### src/rtl/rx_ptp_slot_sched.sv
// Receive-side PTP frame slot scheduler: XGMII frames into fixed RAM slots, descriptor queue, slot recycling.
// Optional RX_SCHED_FCS_STRIP_EN: reported length (and runt check) excludes the 4-byte FCS.
module rx_ptp_slot_sched #(
  parameter int          NUM_SLOTS  = 4,
  parameter int          SLOT_WORDS = 64,
  parameter logic [7:0]  START_CHAR = 8'hFB,
  parameter logic [7:0]  TERM_CHAR  = 8'hFD,
  localparam int         SW         = $clog2(NUM_SLOTS),
  localparam int         IW         = $clog2(SLOT_WORDS),
  localparam int         AW         = SW + IW,
  localparam int         LW         = $clog2(SLOT_WORDS * 8) + 1
) (
  input  logic          rx_clk,
  input  logic          rx_rst_n,
  input  logic [63:0]   xge_rxd_i,
  input  logic [7:0]    xge_rxc_i,
  output logic          buf_wr_en_o,
  output logic [AW-1:0] buf_wr_addr_o,
  output logic [63:0]   buf_wr_data_o,
  output logic          rdy_valid_o,
  output logic [SW-1:0] rdy_slot_o,
  output logic [LW-1:0] rdy_len_o,
  input  logic          rdy_pop_i,
  input  logic          rel_i,
  input  logic [SW-1:0] rel_slot_i,
  output logic          irq_o,
  output logic [15:0]   drop_cnt_o
);

`ifdef RX_SCHED_FCS_STRIP_EN
  localparam logic [LW-1:0] FCS_BYTES = LW'(4);
`else
  localparam logic [LW-1:0] FCS_BYTES = LW'(0);
`endif
  // Runt threshold is on the reported length, so it moves with the FCS strip.
  localparam logic [LW-1:0] RUNT_MIN = LW'(64) + FCS_BYTES;
  localparam logic [IW:0]   IDX_FULL = (IW+1)'(SLOT_WORDS);

  typedef enum logic [1:0] {IDLE, RECV, DROP} fsm_t;
  typedef enum logic [1:0] {S_FREE, S_FILL, S_READY, S_HELD} slot_t;

  logic [63:0]   rxd_q;
  logic [7:0]    rxc_q;
  fsm_t          st_q, st_d;
  slot_t         slot_st_q [NUM_SLOTS];
  slot_t         slot_st_d [NUM_SLOTS];
  logic [SW-1:0] cur_q, cur_d;
  logic [IW:0]   idx_q, idx_d;
  logic          wr_en_q, wr_en_d;
  logic [AW-1:0] wr_addr_q, wr_addr_d;
  logic [63:0]   wr_data_q, wr_data_d;
  logic          irq_q;
  logic [15:0]   drop_q;

  logic [SW-1:0] fifo_slot_q [NUM_SLOTS];
  logic [LW-1:0] fifo_len_q  [NUM_SLOTS];
  logic [SW-1:0] wr_ptr_q, rd_ptr_q;
  logic [SW:0]   cnt_q;

  logic          w_data, w_start, w_term, w_any_term, seen_ctl;
  logic [2:0]    term_k;
  logic [LW-1:0] len_full, push_len;
  logic          push, pop_ok, drop_inc, alloc_req, alloc_ok;
  logic [SW-1:0] alloc_slot;

  // Terminate counts only when it is the first control lane of the word.
  always_comb begin
    w_data     = (rxc_q == 8'h00);
    w_start    = rxc_q[0] && (rxd_q[7:0] == START_CHAR);
    w_term     = 1'b0;
    w_any_term = 1'b0;
    term_k     = '0;
    seen_ctl   = 1'b0;
    for (int i = 0; i < 8; i++) begin
      if (rxc_q[i]) begin
        if (rxd_q[8*i +: 8] == TERM_CHAR) begin
          w_any_term = 1'b1;
          if (!seen_ctl) begin
            w_term = 1'b1;
            term_k = 3'(i);
          end
        end
        seen_ctl = 1'b1;
      end
    end
  end

  assign len_full = {idx_q, 3'b000} + LW'(term_k);
  assign pop_ok   = rdy_pop_i && (cnt_q != '0);

  always_comb begin
    st_d       = st_q;
    slot_st_d  = slot_st_q;
    cur_d      = cur_q;
    idx_d      = idx_q;
    wr_en_d    = 1'b0;
    wr_addr_d  = wr_addr_q;
    wr_data_d  = wr_data_q;
    push       = 1'b0;
    push_len   = len_full - FCS_BYTES;
    drop_inc   = 1'b0;
    alloc_req  = 1'b0;
    alloc_ok   = 1'b0;
    alloc_slot = '0;

    case (st_q)
      IDLE: begin
        if (w_start) alloc_req = 1'b1;
      end
      RECV: begin
        if (w_data) begin
          if (idx_q == IDX_FULL) begin
            slot_st_d[cur_q] = S_FREE;
            drop_inc         = 1'b1;
            st_d             = DROP;
          end else begin
            wr_en_d   = 1'b1;
            wr_addr_d = {cur_q, idx_q[IW-1:0]};
            wr_data_d = rxd_q;
            idx_d     = idx_q + 1'b1;
          end
        end else if (w_term) begin
          // A partial tail word on a full slot has nowhere to go.
          if ((term_k != 3'd0) && (idx_q == IDX_FULL)) begin
            slot_st_d[cur_q] = S_FREE;
            drop_inc         = 1'b1;
          end else begin
            if (term_k != 3'd0) begin
              wr_en_d   = 1'b1;
              wr_addr_d = {cur_q, idx_q[IW-1:0]};
              wr_data_d = rxd_q;
            end
            if (len_full < RUNT_MIN) begin
              slot_st_d[cur_q] = S_FREE;
              drop_inc         = 1'b1;
            end else begin
              slot_st_d[cur_q] = S_READY;
              push             = 1'b1;
            end
          end
          st_d = IDLE;
        end else begin
          slot_st_d[cur_q] = S_FREE;
          drop_inc         = 1'b1;
          if (w_start) alloc_req = 1'b1;
          else         st_d      = DROP;
        end
      end
      DROP: begin
        if (w_start)         alloc_req = 1'b1;
        else if (w_any_term) st_d      = IDLE;
      end
      default: st_d = IDLE;
    endcase

    // Allocation sees slots released this cycle as still HELD.
    if (alloc_req) begin
      for (int i = NUM_SLOTS - 1; i >= 0; i--) begin
        if (slot_st_d[i] == S_FREE) begin
          alloc_ok   = 1'b1;
          alloc_slot = SW'(i);
        end
      end
      if (alloc_ok) begin
        slot_st_d[alloc_slot] = S_FILL;
        cur_d                 = alloc_slot;
        idx_d                 = '0;
        st_d                  = RECV;
      end else begin
        drop_inc = 1'b1;
        st_d     = DROP;
      end
    end

    if (pop_ok) slot_st_d[fifo_slot_q[rd_ptr_q]] = S_HELD;
    if (rel_i && (slot_st_q[rel_slot_i] == S_HELD)) slot_st_d[rel_slot_i] = S_FREE;
  end

  always_ff @(posedge rx_clk or negedge rx_rst_n) begin
    if (!rx_rst_n) begin
      rxd_q     <= '0;
      rxc_q     <= '0;
      st_q      <= IDLE;
      cur_q     <= '0;
      idx_q     <= '0;
      wr_en_q   <= 1'b0;
      wr_addr_q <= '0;
      wr_data_q <= '0;
      irq_q     <= 1'b0;
      drop_q    <= '0;
      wr_ptr_q  <= '0;
      rd_ptr_q  <= '0;
      cnt_q     <= '0;
      for (int i = 0; i < NUM_SLOTS; i++) begin
        slot_st_q[i]   <= S_FREE;
        fifo_slot_q[i] <= '0;
        fifo_len_q[i]  <= '0;
      end
    end else begin
      rxd_q     <= xge_rxd_i;
      rxc_q     <= xge_rxc_i;
      st_q      <= st_d;
      cur_q     <= cur_d;
      idx_q     <= idx_d;
      wr_en_q   <= wr_en_d;
      wr_addr_q <= wr_addr_d;
      wr_data_q <= wr_data_d;
      irq_q     <= push;
      for (int i = 0; i < NUM_SLOTS; i++) slot_st_q[i] <= slot_st_d[i];
      if (drop_inc && (drop_q != 16'hFFFF)) drop_q <= drop_q + 16'd1;
      if (push) begin
        fifo_slot_q[wr_ptr_q] <= cur_q;
        fifo_len_q[wr_ptr_q]  <= push_len;
        wr_ptr_q              <= wr_ptr_q + SW'(1);
      end
      if (pop_ok) rd_ptr_q <= rd_ptr_q + SW'(1);
      cnt_q <= cnt_q + (SW+1)'(push) - (SW+1)'(pop_ok);
    end
  end

  assign buf_wr_en_o   = wr_en_q;
  assign buf_wr_addr_o = wr_addr_q;
  assign buf_wr_data_o = wr_data_q;
  assign rdy_valid_o   = (cnt_q != '0);
  assign rdy_slot_o    = fifo_slot_q[rd_ptr_q];
  assign rdy_len_o     = fifo_len_q[rd_ptr_q];
  assign irq_o         = irq_q;
  assign drop_cnt_o    = drop_q;

endmodule
### config.mk
export PLATFORM = sky130hd
export DESIGN_NAME = rx_ptp_slot_sched
export DESIGN_NICKNAME = d
export VERILOG_FILES = /design/src/rtl/rx_ptp_slot_sched.sv
export SDC_FILE = /design/constraint.sdc
export NUM_CORES = 1
export LEC_CHECK = 0
export ABC_AREA = 1
export CAP_MARGIN = 20
export CORE_MARGIN = 5
export CORE_UTILIZATION = 45
export CTS_CLUSTER_DIAMETER = 80
export CTS_CLUSTER_SIZE = 30
export DETAILED_ROUTE_END_ITERATION = 16
export PLACE_DENSITY = 0.73
export RECOVER_POWER = 25
export REMOVE_ABC_BUFFERS = 1
export SETUP_SLACK_MARGIN = 0.5
export SLEW_MARGIN = 5
export SYNTH_ARGS = -nofsm -noshare
export SYNTH_HDL_FRONTEND = slang
export SYNTH_SLANG_ARGS = --single-unit
### constraint.sdc
create_clock -name rx_clk -period 2.2 [get_ports rx_clk]
set_input_delay 0.44 -clock rx_clk [delete_from_list [all_inputs] [get_ports rx_clk]]
set_output_delay 0.44 -clock rx_clk [all_outputs]
set_load 0.01 [all_outputs]
==> run_results.csv <==
group,metric,value,unit
status,status,"finished, violations left",
status,violations,"negative setup slack",
floorplan,start_util,45.37,%
cts,path_clk_slew,110,ps
global_routing,met3_usage,4.483,%
placement,placed_area,12660,µm²
cells_and_area,final_cell_mix,"306 x nand2_1, 233 x dfrtp_1, 106 x buf_4, 73 x dlygate4sd3_1, 65 x dlymetal6s2s_1",
global_routing,grtUsageTotal,22.41,%
global_routing,grt_use_met1,28.44,%
detailed_routing,dr_total_vias,8778,
detailed_routing,ant_nets,0,
critical_path,crit_path_start_kind,"register",
placement,gp_congestion,0.8605,
detailed_routing,drt_pass1_iterations,4,
power,leakagePower,8.094,nW
logic_synthesis,synth-async-reset-ratio,100.0,%
logic_synthesis,synth_edf_count,0,
global_routing,grt_start_max_net_pins,64,
cells_and_area,layout_commonest_cell,"nand2_1",
floorplan,die_w,157.6,µm
cts,root_buffer,"clkbuf_16",
cts,h-tree-depth,1,
cells_and_area,final_nets,1472,
logic_synthesis,yosysWarnings,0,
timing,hold_viol,0,
critical_path,endpoint_kind,"register",
logic_synthesis,syn_inst,1060,
flow_run,max_cap_violations,0,
power,max-vdd-ir-drop,0.5172,mV
global_routing,grt_pass1_vias,8570,
logic_synthesis,syn_area_per_cell,9.254,µm²
timing,setup_violations,153,
cells_and_area,syn2layout_area_growth,50.93,%
detailed_routing,first_iter_violations,593,
logic_synthesis,synth_top_area_cell,"dfrtp_1",
global_routing,grt_overflow,0,
timing,relSlewSlack,1.204,%
logic_synthesis,yosys.cell_types.count,47,
timing,setup_ws,-344.6,ps
cts,cts_tree,"built",
detailed_routing,totalWireLength,30480,µm
global_routing,grt_pass1_wl,44540,µm
logic_synthesis,synth.area.top_cells,"dfrtp_1 60%, nand2_1 13%, o21ai_0 4.9%, nor2_1 3.1%, inv_1 2.8%",
placement,portBuffers,180,
global_routing,grt.busiest_layer,"met2",
critical_path,required,2600,ps
floorplan,rows,54,
logic_synthesis,synth_top_area_share,60.20,%
logic_synthesis,synth-main-ff-cell,"dfrtp_1",
floorplan,fp.dieH,157.6,µm
cts,clockBufferDepth,3,
cells_and_area,final_util,68.48,%
cts,cts_sinks,236,
placement,hpwlAfterDp,17630,µm
worst_hold_path,hp-class,"reg -> reg",
timing,setup-tns-final,-15930,ps
timing,worst_slew_pin_slew,1482,ps
timing,whs,477.5,ps
global_routing,antenna_found_initial,8,
critical_path,reg2reg_slack,-340,ps
logic_synthesis,ys_ff_latch,236,
detailed_routing,wire_per_inst,18.16,µm
global_routing,grt_use_met2,39.04,%
detailed_routing,route.detailed.drc,0,
cells_and_area,final_area,14810,µm²
critical_path,cp.arrival,2940,ps
timing,skew,23.61,ps
detailed_routing,routed_via_density,5.231,
logic_synthesis,netlist_area,9809,µm²
timing,period_needed,2545,ps
logic_synthesis,synth-seq-area-share,60.20,%
critical_path,path_class,"reg -> reg",
power,powerDensity,696.8,nW/µm²
timing,rsz0062_at_grt,"yes",
timing,timing.fmax,393.0,MHz
floorplan,ioPinCount,181,
floorplan,coreArea,21620,µm²
cells_and_area,drive_gt1_share,25.41,%
critical_path,worst-path-max-fanout,4,
cts,clock_latency,490,ps
cts,cts_buffers,12,
floorplan,dieArea,24850,µm²
timing,post-route-period-util,115.7,%
timing,drv_slew,0,
[path summary, 6_finish.rpt]
check	from	endpoint	depth (start not counted)
worst max register to register	rxc_q[1]	cnt_q[1]	14
worst max-delay path	rxc_q[1]	cnt_q[1]	14
worst min register to register	buf_wr_data_o[50]	buf_wr_data_o[50]	2
min in group asynchronous	rx_rst_n	buf_wr_data_o[39]	2
max in group asynchronous	rx_rst_n	buf_wr_data_o[51]	3
worst min-delay path	buf_wr_data_o[50]	buf_wr_data_o[50]	2
[layout make-up]
class	instances	area [µm²]
Timing Repair Buffer	343	3690
Fill cell	1517	6815
Antenna cell	9	22.52
Inverter	78	324.1
Tap cell	280	350.3
Clock buffer	16	356.6
Sequential cell	236	5909
Multi-Input combinational cell	713	4106
Clock inverter	3	46.29
[synthesized netlist by cell type (all sizes together) (3+ instances only)]
cell	count
o22ai	10
nor4	5
dfrtp	236
ha	9
nand4	11
o211ai	4
xnor2	5
buf	9
xor2	16
inv	77
a21boi	3
mux2	4
nor2	88
clkbuf	25
nand2	356
nor3	16
nand3	55
a32oi	3
a21oi	13
o21ai	102
[power breakdown]
group          total (mW)  switching, mW  internal, mW
clock network        2.69           1.40          1.28
registers            4.70          0.169          4.53
logic                2.93           1.54          1.38
total                10.3           3.11          7.20
[logic make-up (layout without fill, tap and decap cells)]
family	Yosys count	in the layout	synth area share [%]
AOI/OAI and AO/OA	141	141	8.100
xor gates and xnor gates	21	21	1.875
adders and majority gates	10	10	1.352
buffers and inverters	112	440	4.426
DFF	236	236	60.20
muxes	4	4	0.4592
other	0	9	0
and+or+nand+nor	536	537	23.58
[metal layers]
layer	wire length, µm	vias to the layer above
li1	-	4084
met1	11920	4295
met2	15670	317
met3	1807	82
met4	1090	0
met5	0	-
[per-stage QoR]
step,cells,setup slack (ps),power [mW]
2_1_floorplan,1026,-1573,5.696
3_5_place_dp,1587,-279.9,6.758
4_1_cts,1637,-241.5,9.875
5_1_grt,1677,-487.5,10.74
3_3_place_gp,1587,-198.2,6.713
6_report,1678,-344.6,10.32
[worst max-delay path: stages, from the launching register on]
cell,delay [ps]
dfrtp_1,430
nor2_4,180
nand3_4,120
nor2_4,170
nand3_4,130
nand3_4,90
nor2_4,50
nor2_4,150
nand3_4,110
ha_4,240
inv_4,60
ha_4,120
inv_2,40
fa_2,530
inv_2,40
[what timing repair did]
item                                    in CTS  in global routing
buffers inserted                            19                 24
resized for setup                          180                213
pin swaps                                   31                 36
hold buffers                                 1                  0
endpoints found under the setup margin     265                265
hold endpoints to repair                    58                  0
gates cloned                                11                  8
[flip-flops by register name, summed over array words and instances (netlist names)]
signal         cells
slot_st_q          8
wr_ptr_q           2
rxd_q             64
rd_ptr_q           2
st_q               2
fifo_slot_q        8
buf_wr_en_o        1
cur_q              2
buf_wr_data_o     64
fifo_len_q        40
drop_cnt_o        16
idx_q              7
buf_wr_addr_o      8
rxc_q              8
cnt_q              3
irq_o              1
(Power assumes the default switching activity.)
